`src/rtl/lbist_ctrl.sv`:
```
// LBIST sequencer: seeds the pattern generator, runs NUM_PATTERNS cycles compacting cut_resp into a MISR,
// then compares against GOLDEN_SIG. Outputs are registered from the next state, so done rises NUM_PATTERNS+3 edges after start is seen (counting that edge).
module lbist_ctrl #(
  parameter int unsigned       NUM_PATTERNS = 255,
  parameter int unsigned       CNT_W        = 8,
  parameter int unsigned       RESP_W       = 8,
  parameter logic [RESP_W-1:0] MISR_TAPS    = 8'hB8,
  parameter logic [RESP_W-1:0] MISR_SEED    = 8'h00,
  parameter logic [RESP_W-1:0] GOLDEN_SIG   = 8'h00
) (
  input  logic              clk,
  input  logic              reset,
  input  logic              start,
  input  logic              abort,
  input  logic [RESP_W-1:0] cut_resp,
  output logic              tpg_rst,
  output logic              busy,
  output logic              done,
  output logic              pass,
  output logic [RESP_W-1:0] signature,
  output logic [CNT_W-1:0]  pat_cnt
);

  typedef enum logic [2:0] {S_IDLE, S_INIT, S_RUN, S_COMPARE, S_DONE} state_t;

  localparam logic [CNT_W-1:0] LP_LAST = CNT_W'(NUM_PATTERNS - 1);

  // The pattern counter must reach NUM_PATTERNS without wrapping.
  if (NUM_PATTERNS == 0 || NUM_PATTERNS > (2**CNT_W) - 1) begin : g_bad_num_patterns
    $error("lbist_ctrl: NUM_PATTERNS must be in 1..2**CNT_W-1");
  end

  state_t              r_state;
  state_t              w_next;
  logic                r_tpg_rst;
  logic                r_busy;
  logic                r_done;
  logic                r_pass;
  logic [RESP_W-1:0]   r_sig;
  logic [CNT_W-1:0]    r_pat_cnt;
  logic                w_fb;
  logic [RESP_W-1:0]   w_misr_next;

  assign w_fb        = ^(r_sig & MISR_TAPS);
  assign w_misr_next = {r_sig[RESP_W-2:0], w_fb} ^ cut_resp;

  always_ff @(posedge clk or negedge reset) begin
    if (!reset) begin
      r_state <= S_IDLE;
    end else begin
      r_state <= w_next;
    end
  end

  always_comb begin
    w_next = r_state;
    case (r_state)
      S_IDLE:    if (start) w_next = S_INIT;
      S_INIT:    w_next = abort ? S_IDLE : S_RUN;
      S_RUN: begin
        if (abort)                       w_next = S_IDLE;
        else if (r_pat_cnt == LP_LAST)   w_next = S_COMPARE;
      end
      S_COMPARE: w_next = S_DONE;
      S_DONE:    if (!start) w_next = S_IDLE;
      default:   w_next = S_IDLE;
    endcase
  end

  // An aborted INIT/RUN edge leaves signature/pat_cnt untouched and clears pass.
  always_ff @(posedge clk or negedge reset) begin
    if (!reset) begin
      r_tpg_rst <= 1'b1;
      r_busy    <= 1'b0;
      r_done    <= 1'b0;
      r_pass    <= 1'b0;
      r_sig     <= MISR_SEED;
      r_pat_cnt <= '0;
    end else begin
      r_tpg_rst <= (w_next != S_RUN);
      r_busy    <= (w_next == S_INIT) || (w_next == S_RUN) || (w_next == S_COMPARE);
      r_done    <= (w_next == S_DONE);
      case (r_state)
        S_INIT: begin
          r_pass <= 1'b0;
          if (!abort) begin
            r_sig     <= MISR_SEED;
            r_pat_cnt <= '0;
          end
        end
        S_RUN: begin
          if (abort) begin
            r_pass <= 1'b0;
          end else begin
            r_sig     <= w_misr_next;
            r_pat_cnt <= r_pat_cnt + 1'b1;
          end
        end
        S_COMPARE: r_pass <= (r_sig == GOLDEN_SIG);
        default: ;
      endcase
    end
  end

  assign tpg_rst   = r_tpg_rst;
  assign busy      = r_busy;
  assign done      = r_done;
  assign pass      = r_pass;
  assign signature = r_sig;
  assign pat_cnt   = r_pat_cnt;

endmodule

```
`config.mk`:
```
export PLATFORM = sky130hd
export DESIGN_NAME = lbist_ctrl
export DESIGN_NICKNAME = d
export VERILOG_FILES = /design/src/rtl/lbist_ctrl.sv
export SDC_FILE = /design/constraint.sdc
export NUM_CORES = 1
export LEC_CHECK = 0
export CORE_ASPECT_RATIO = 1.4
export CORE_MARGIN = 10
export CORE_UTILIZATION = 50
export CTS_BUF_LIST = sky130_fd_sc_hd__clkbuf_16
export DETAILED_ROUTE_END_ITERATION = 6
export DONT_BUFFER_PORTS = 1
export PLACE_DENSITY = 0.68
export SLEW_MARGIN = 30
export SYNTH_ARGS = -nofsm -noshare
export SYNTH_HDL_FRONTEND = slang
export SYNTH_SLANG_ARGS = --single-unit
export TNS_END_PERCENT = 50
```
`constraint.sdc`:
```
create_clock -name clk -period 2.1 [get_ports clk]
set_clock_uncertainty 0.15 [all_clocks]
set_input_delay 0.105 -clock clk [delete_from_list [all_inputs] [get_ports clk]]
set_output_delay 0.105 -clock clk [all_outputs]
set_load 0.05 [all_outputs]
```
==> qor.yml, run 1 <==
critPathKind: "reg2reg"
ys_types: 29
drtIter0Drc: 40
die_x_um: 59.7
layout-drive-gt1-share_pct: 16.0
hold_start: "abort"
cp_data_arrival_time_ns: 1.93
yosysSeqAreaShare_pct: 52.2
pin_count: 32
worstRegToRegCells: 3
hold_violations: 0
hold_class: "in2reg"
synth_top_area_cell: "dfrtp_1"
synth_top_area_share_pct: 49.8
synth-seq-cells: 23
power.leakage_uw: 0.000672
startpoint_type: "flip-flop"
gp_congestion: 0.848
synth_edf_count: 0
via_per_inst: 5.78
vias: 849
r2r_end: "pat_cnt[2]$_DFFE_PN0P_"
p_comb_share_pct: 30.7
fin_total_pwr_uw: 1850
antennaDiodeCount: 0
nFillCells: 175
area_growth_pct: 26.6
dieHeight_um: 75.6
finalSetupViolCount: 0
syn_avg_cell_area_um2: 10.9
cts.clk_slew.worst_paths_ns: 0.06
fmax_mhz: 526
clkLatencyLatePin_ns: 0.25
drv_slew: 0
r2r_slack_ns: 0.20
slowest_delay_ns: 0.71
io_buffers: 0
htree_levels: 1
post-route-period-util_pct: 90.6
synth_area_leaders: "dfrtp_1 (50%), a22o_1 (4.8%), xor2_1 (4.8%)"
postCtsSetupBuffers: 0
timing.rr.start: "r_state[2]$_DFF_PN0_"
worstPathRequired_ns: 2.13
coreArea_um2: 2150
dpl_cell_area_um2: 1210
clockRootBuffer: "clkbuf_16"
fp-row-count: 20
synth_most_common_cell: "dfrtp_1"
grt_usage_pct: 12.5
dr.pass1.iters: 4
rsz0062_at_grt: "no"
ys_top_cells_by_count: "dfrtp_1 (22), nand2_1 (11), a22o_1 (6), inv_1 (6), xor2_1 (6)"
final_antenna_net_count: 0
synthArstFlopShare_pct: 100
swShare_pct: 43.4
min_path_cells: 3
start_util_pct: 51.3
seqPwrFrac_pct: 47.3
worst_slack_ns: 0.198
maxCapViolCount: 0
pwr-share-clk_pct: 22.0
post_cts_resized: 0
cts_buffers: 3
slew_headroom_pct: 55.3
pre_cts_slack_ns: 0.217
cts_buffer_depth: 2
drc: 0
power_density_nw_per_um2: 1320
power.net_switching_uw: 802
period_minus_slack_ns: 1.90
finalNetCount: 141
place_hpwl_mm: 1.86
holdPathEnd: "pat_cnt[2]$_DFFE_PN0P_"
routed_wl_mm: 2.62
synth-main-ff-cell: "dfrtp_1"
die-area_um2: 4520
cts_hold_buf: 10
cts_tree: "done"
overflow: 0
critical_path.cell_chain: "or4b_1 > or3_1 > a21oi_1"
syn_nets: 116
wl_per_cell_um: 17.8
tightest_slew_ns: 0.668
netlist_area_um2: 1100
grt_antenna_before_repair: 0
ys_warn_count: 0
cts.sinks: 23
grt_pass1_vias: 866
crit_slowest_cell: "or4b_1"
syn_inst: 101
fin_tns_setup_ns: 0
status: "finished clean"
intPower_uw: 1050
grt_pass1_wl_mm: 4.28
end_kind: "flip-flop"
cp_max_fo: 8
ir_drop_v: 0.000801
stdcell_area_um2: 1400
grt_max_degree: 24
power groups by stage:
stage          Sequential, uW  Clock, uW  Combinational (uW)
2_1_floorplan             962          0                 304
4_1_cts                   876        409                 573
5_1_grt                   896        427                 629
6_report                  874        406                 567
3_3_place_gp              878          0                 538
3_5_place_dp              885          0                 544
cell usage in the layout (no fill, tap or decap), types with 2 or more instances in the layout:
master and n:
a21oi_1 2, a22o_1 6, buf_4 12, clkbuf_16 3, dfrtp_1 22, dlygate4sd3_1 10
ha_1 3, inv_1 7, mux2i_1 5, nand2_1 11, nand3_1 2, nand4_1 3
nor2_1 3, nor3_1 3, nor4b_1 3, o21ai_0 4, o22ai_1 2, or3_1 2
xnor2_1 4, xor2_1 6
per-stage QoR:
stage	util [%]	hold slack [ns]	std cells
after floorplan	-	-0.341	101
after global placement	56.5	-0.340	132
after detailed placement	56.5	-0.340	132
after CTS	64.8	0.0334	146
after global routing	65.0	0.0486	147
final	65.0	0.0298	147
flip-flops by register name, indices dropped and copies added, names as in the netlist:
register,cells
busy,1
done,1
pass,1
pat_cnt,8
r_state,3
signature,8
tpg_rst,1
worst max-delay path: cells and delay by family (launching register included):
kind / cells / cell delay [ns]
AOI/OAI and AO/OA: 1 / 0.15
and+or+nand+nor: 2 / 1.07
DFF: 1 / 0.46
worst max path at each step:
stage	slack, ns	cells past startpoint	end	start
detailed placement	0.22	3	pat_cnt[7]$_DFFE_PN0P_	r_state[2]$_DFF_PN0_
CTS	0.20	3	pat_cnt[7]$_DFFE_PN0P_	r_state[2]$_DFF_PN0_
finish	0.20	3	pat_cnt[2]$_DFFE_PN0P_	r_state[2]$_DFF_PN0_
floorplan	0.34	5	signature[0]$_DFFE_PN0P_	signature[4]$_DFFE_PN0P_
global route	0.07	3	pat_cnt[7]$_DFFE_PN0P_	r_state[2]$_DFF_PN0_
global placement	0.27	3	pat_cnt[7]$_DFFE_PN0P_	r_state[2]$_DFF_PN0_
routing by layer:
layer  global-route usage (%)  share of wire [%]  routed length, um
met1                     14.3                 42               1090
met2                     20.1                 49               1280
met3                     4.33                7.4                193
met4                     6.00                1.8                 46
met5                        0                  0                  0
cell families after synthesis:
| logic type | after synthesis | share of synthesized area [%] |
|---|---|---|
| adder cells (fa/ha/maj) | 3 | 3.40 |
| XOR/XNOR | 10 | 7.93 |
| AND/OR/NAND/NOR | 34 | 17.8 |
| AO/OA/AOI/OAI | 17 | 10.9 |
| multiplexers | 5 | 4.53 |
| flip-flops | 23 | 52.2 |
| buffers and inverters | 9 | 3.28 |
cell type report:
class,count,area (um2),area share (%)
multi-input combinational,69,498,35.6
tap,22,27.5,1.97
timing repair buffer,23,195,14.0
clock inverter,1,3.75,0.268
clock buffer,3,75.1,5.37
inverter,6,22.5,1.61
sequential,23,577,41.2
Power figures use the tool's default switching activity.
==> inputs of run 2 (changes only) <==
--- a/constraint.sdc
+++ b/constraint.sdc
@@ -3,3 +3,3 @@
 set_input_delay 0.105 -clock clk [delete_from_list [all_inputs] [get_ports clk]]
 set_output_delay 0.105 -clock clk [all_outputs]
-set_load 0.05 [all_outputs]
+set_load 0.1 [all_outputs]
==> run 2 against run 1 <==
  * Die area unchanged
  * Register-to-register slack about the same
  * Clock-buffer cell count unchanged
  * Sequential power down 17%
==> qor.yml, run 2 (synthesis results as in run 1) <==
status: "finished clean"
post-route-period-util_pct: 90.8  # +0.26 points
nFillCells: 167  # -4.6%
grt_pass1_wl_mm: 4.33  # +1.3%
final_cell_mix: "dfrtp_1 (22), buf_4 (21), nand2_1 (11)"
die_x_um: 59.7  # unchanged
hold_class: "in2reg"
dieHeight_um: 75.6  # unchanged
worst_slack_ns: 0.192  # -0.00552 ns
cp_data_arrival_time_ns: 1.93  # about the same
regArea_um2: 577  # unchanged
cts.clk_slew.worst_paths_ns: 0.06  # about the same
coreArea_um2: 2150  # unchanged
fin_tns_setup_ns: 0  # unchanged
cts.sinks: 23  # unchanged
min_path_cells: 3  # unchanged
finalSetupViolCount: 0  # unchanged
routed_wl_mm: 2.66  # +1.8%
layout_commonest_cell: "dfrtp_1"
rsz0062_at_grt: "no"
die-area_um2: 4520  # unchanged
slowest_delay_ns: 0.71  # about the same
htree_levels: 1  # unchanged
critical_path.cell_chain: "or4b_1 > nor4_2 > mux2i_1"
via_per_inst: 5.71  # -1.1%
cts_buffer_depth: 2  # unchanged
postCtsSetupBuffers: 0  # unchanged
dr.pass1.iters: 4  # unchanged
area_growth_pct: 32.7
period_minus_slack_ns: 1.91  # +0.00552 ns
multiInputGateArea_um2: 498  # unchanged
maxCapViolCount: 0  # unchanged
drc: 0  # unchanged
gp_congestion: 0.833  # -1.8%
cts_tree: "done"
grt_usage_pct: 12.3  # -0.20 points
worstPathRequired_ns: 2.13  # about the same
drv_slew: 0  # unchanged
cts_buffers: 3  # unchanged
vias: 891  # +4.9%
fp-row-count: 20  # unchanged
grt_pass1_vias: 953  # +10%
end_kind: "flip-flop"
antennaDiodeCount: 0  # unchanged
critPathKind: "reg2reg"
final_util_pct: 68.1  # +3.1 points
final_antenna_net_count: 0  # unchanged
layout-drive-gt1-share_pct: 21.6  # +5.6 points
fmax_mhz: 524  # -0.29%
worstRegToRegCells: 3  # unchanged
cp_max_fo: 8  # unchanged
drtIter0Drc: 37  # -7.5%
slew_headroom_pct: 55.3  # about the same
wl_per_cell_um: 17.1  # -4.1%
crit_slowest_cell: "or4b_1"
finalNetCount: 150  # +6.4%
power_density_nw_per_um2: 1540  # +16%
grt_max_degree: 24  # unchanged
startpoint_type: "flip-flop"
overflow: 0  # unchanged
power.leakage_uw: 0.000719  # +7.1%
io_buffers: 0  # unchanged
pre_cts_slack_ns: 0.212  # -0.00595 ns
ir_drop_v: 0.00110  # +37%
pin_count: 32  # unchanged
clkLatencyLatePin_ns: 0.25  # about the same
grt_antenna_before_repair: 0  # unchanged
start_util_pct: 51.3  # unchanged
place_hpwl_mm: 1.83  # -1.4%
clockRootBuffer: "clkbuf_16"
hold_violations: 0  # unchanged
tightest_slew_ns: 0.668  # +0.000704 ns
[run 2: cell types whose count changed in the layout (fill, tap and decap cells not counted)]
cell   delta
buf_4     +9
[run 2: path summary, 6_finish.rpt]
kind	startpoint	slack, ns	endpoint
max	r_state[2]$_DFF_PN0_	0.19	pat_cnt[7]$_DFFE_PN0P_
min	abort	0.02	pat_cnt[2]$_DFFE_PN0P_
max reg2reg	r_state[2]$_DFF_PN0_	0.19	pat_cnt[7]$_DFFE_PN0P_
min reg2reg	pat_cnt[7]$_DFFE_PN0P_	0.41	pat_cnt[7]$_DFFE_PN0P_
max in group asynchronous	reset	1.20	tpg_rst$_DFF_PN1_
min in group asynchronous	reset	0.23	signature[2]$_DFFE_PN0P_
[run 2: timing repair]
item                      4_1_cts  5_1_grt
hold endpoints to repair       33       22
hold buffers                   10        1
resized for setup               0        0
[run 2: per-layer routing]
metal	wire, um	GRT usage (%)	vias to the layer above
met5	0	0	-
met4	17	3.75	0
met3	234	5.00	2
met2	1400	21.9	24
met1	1000	12.6	437
li1	-	-	428
[run 2: metrics by stage]
step | hold WS [ns] | cells | total power [uW] | cell area, um2
5_1_grt | 0.0506 | 156 | 2360 | 1470
3_5_place_dp | -0.340 | 141 | 1820 | 1280
2_1_floorplan | -0.341 | 101 | 1590 | 1100
6_report | 0.0180 | 156 | 2250 | 1470
4_1_cts | 0.0140 | 155 | 2250 | 1460
3_3_place_gp | -0.340 | 141 | 1820 | 1280
[run 2: layout make-up]
type | count | area share (%)
flip-flops and latches | 23 | 39.3
inverters | 6 | 1.54
clock buffers | 3 | 5.12
multi-input cells | 69 | 34.0
clock inverters | 1 | 0.256
repair buffers | 32 | 17.9
well taps | 22 | 1.88
[run 2: critical path: cells and delay by family, from the launching register on]
family	cells	cell delay, ns
flops	1	0.45
simple gates	2	1.02
mux	1	0.21
[run 2: power by group]
group / internal (uW) / total (uW) / switching (uW)
clock: 254 / 403 / 149
combinational: 297 / 1120 / 826
sequential: 558 / 725 / 167
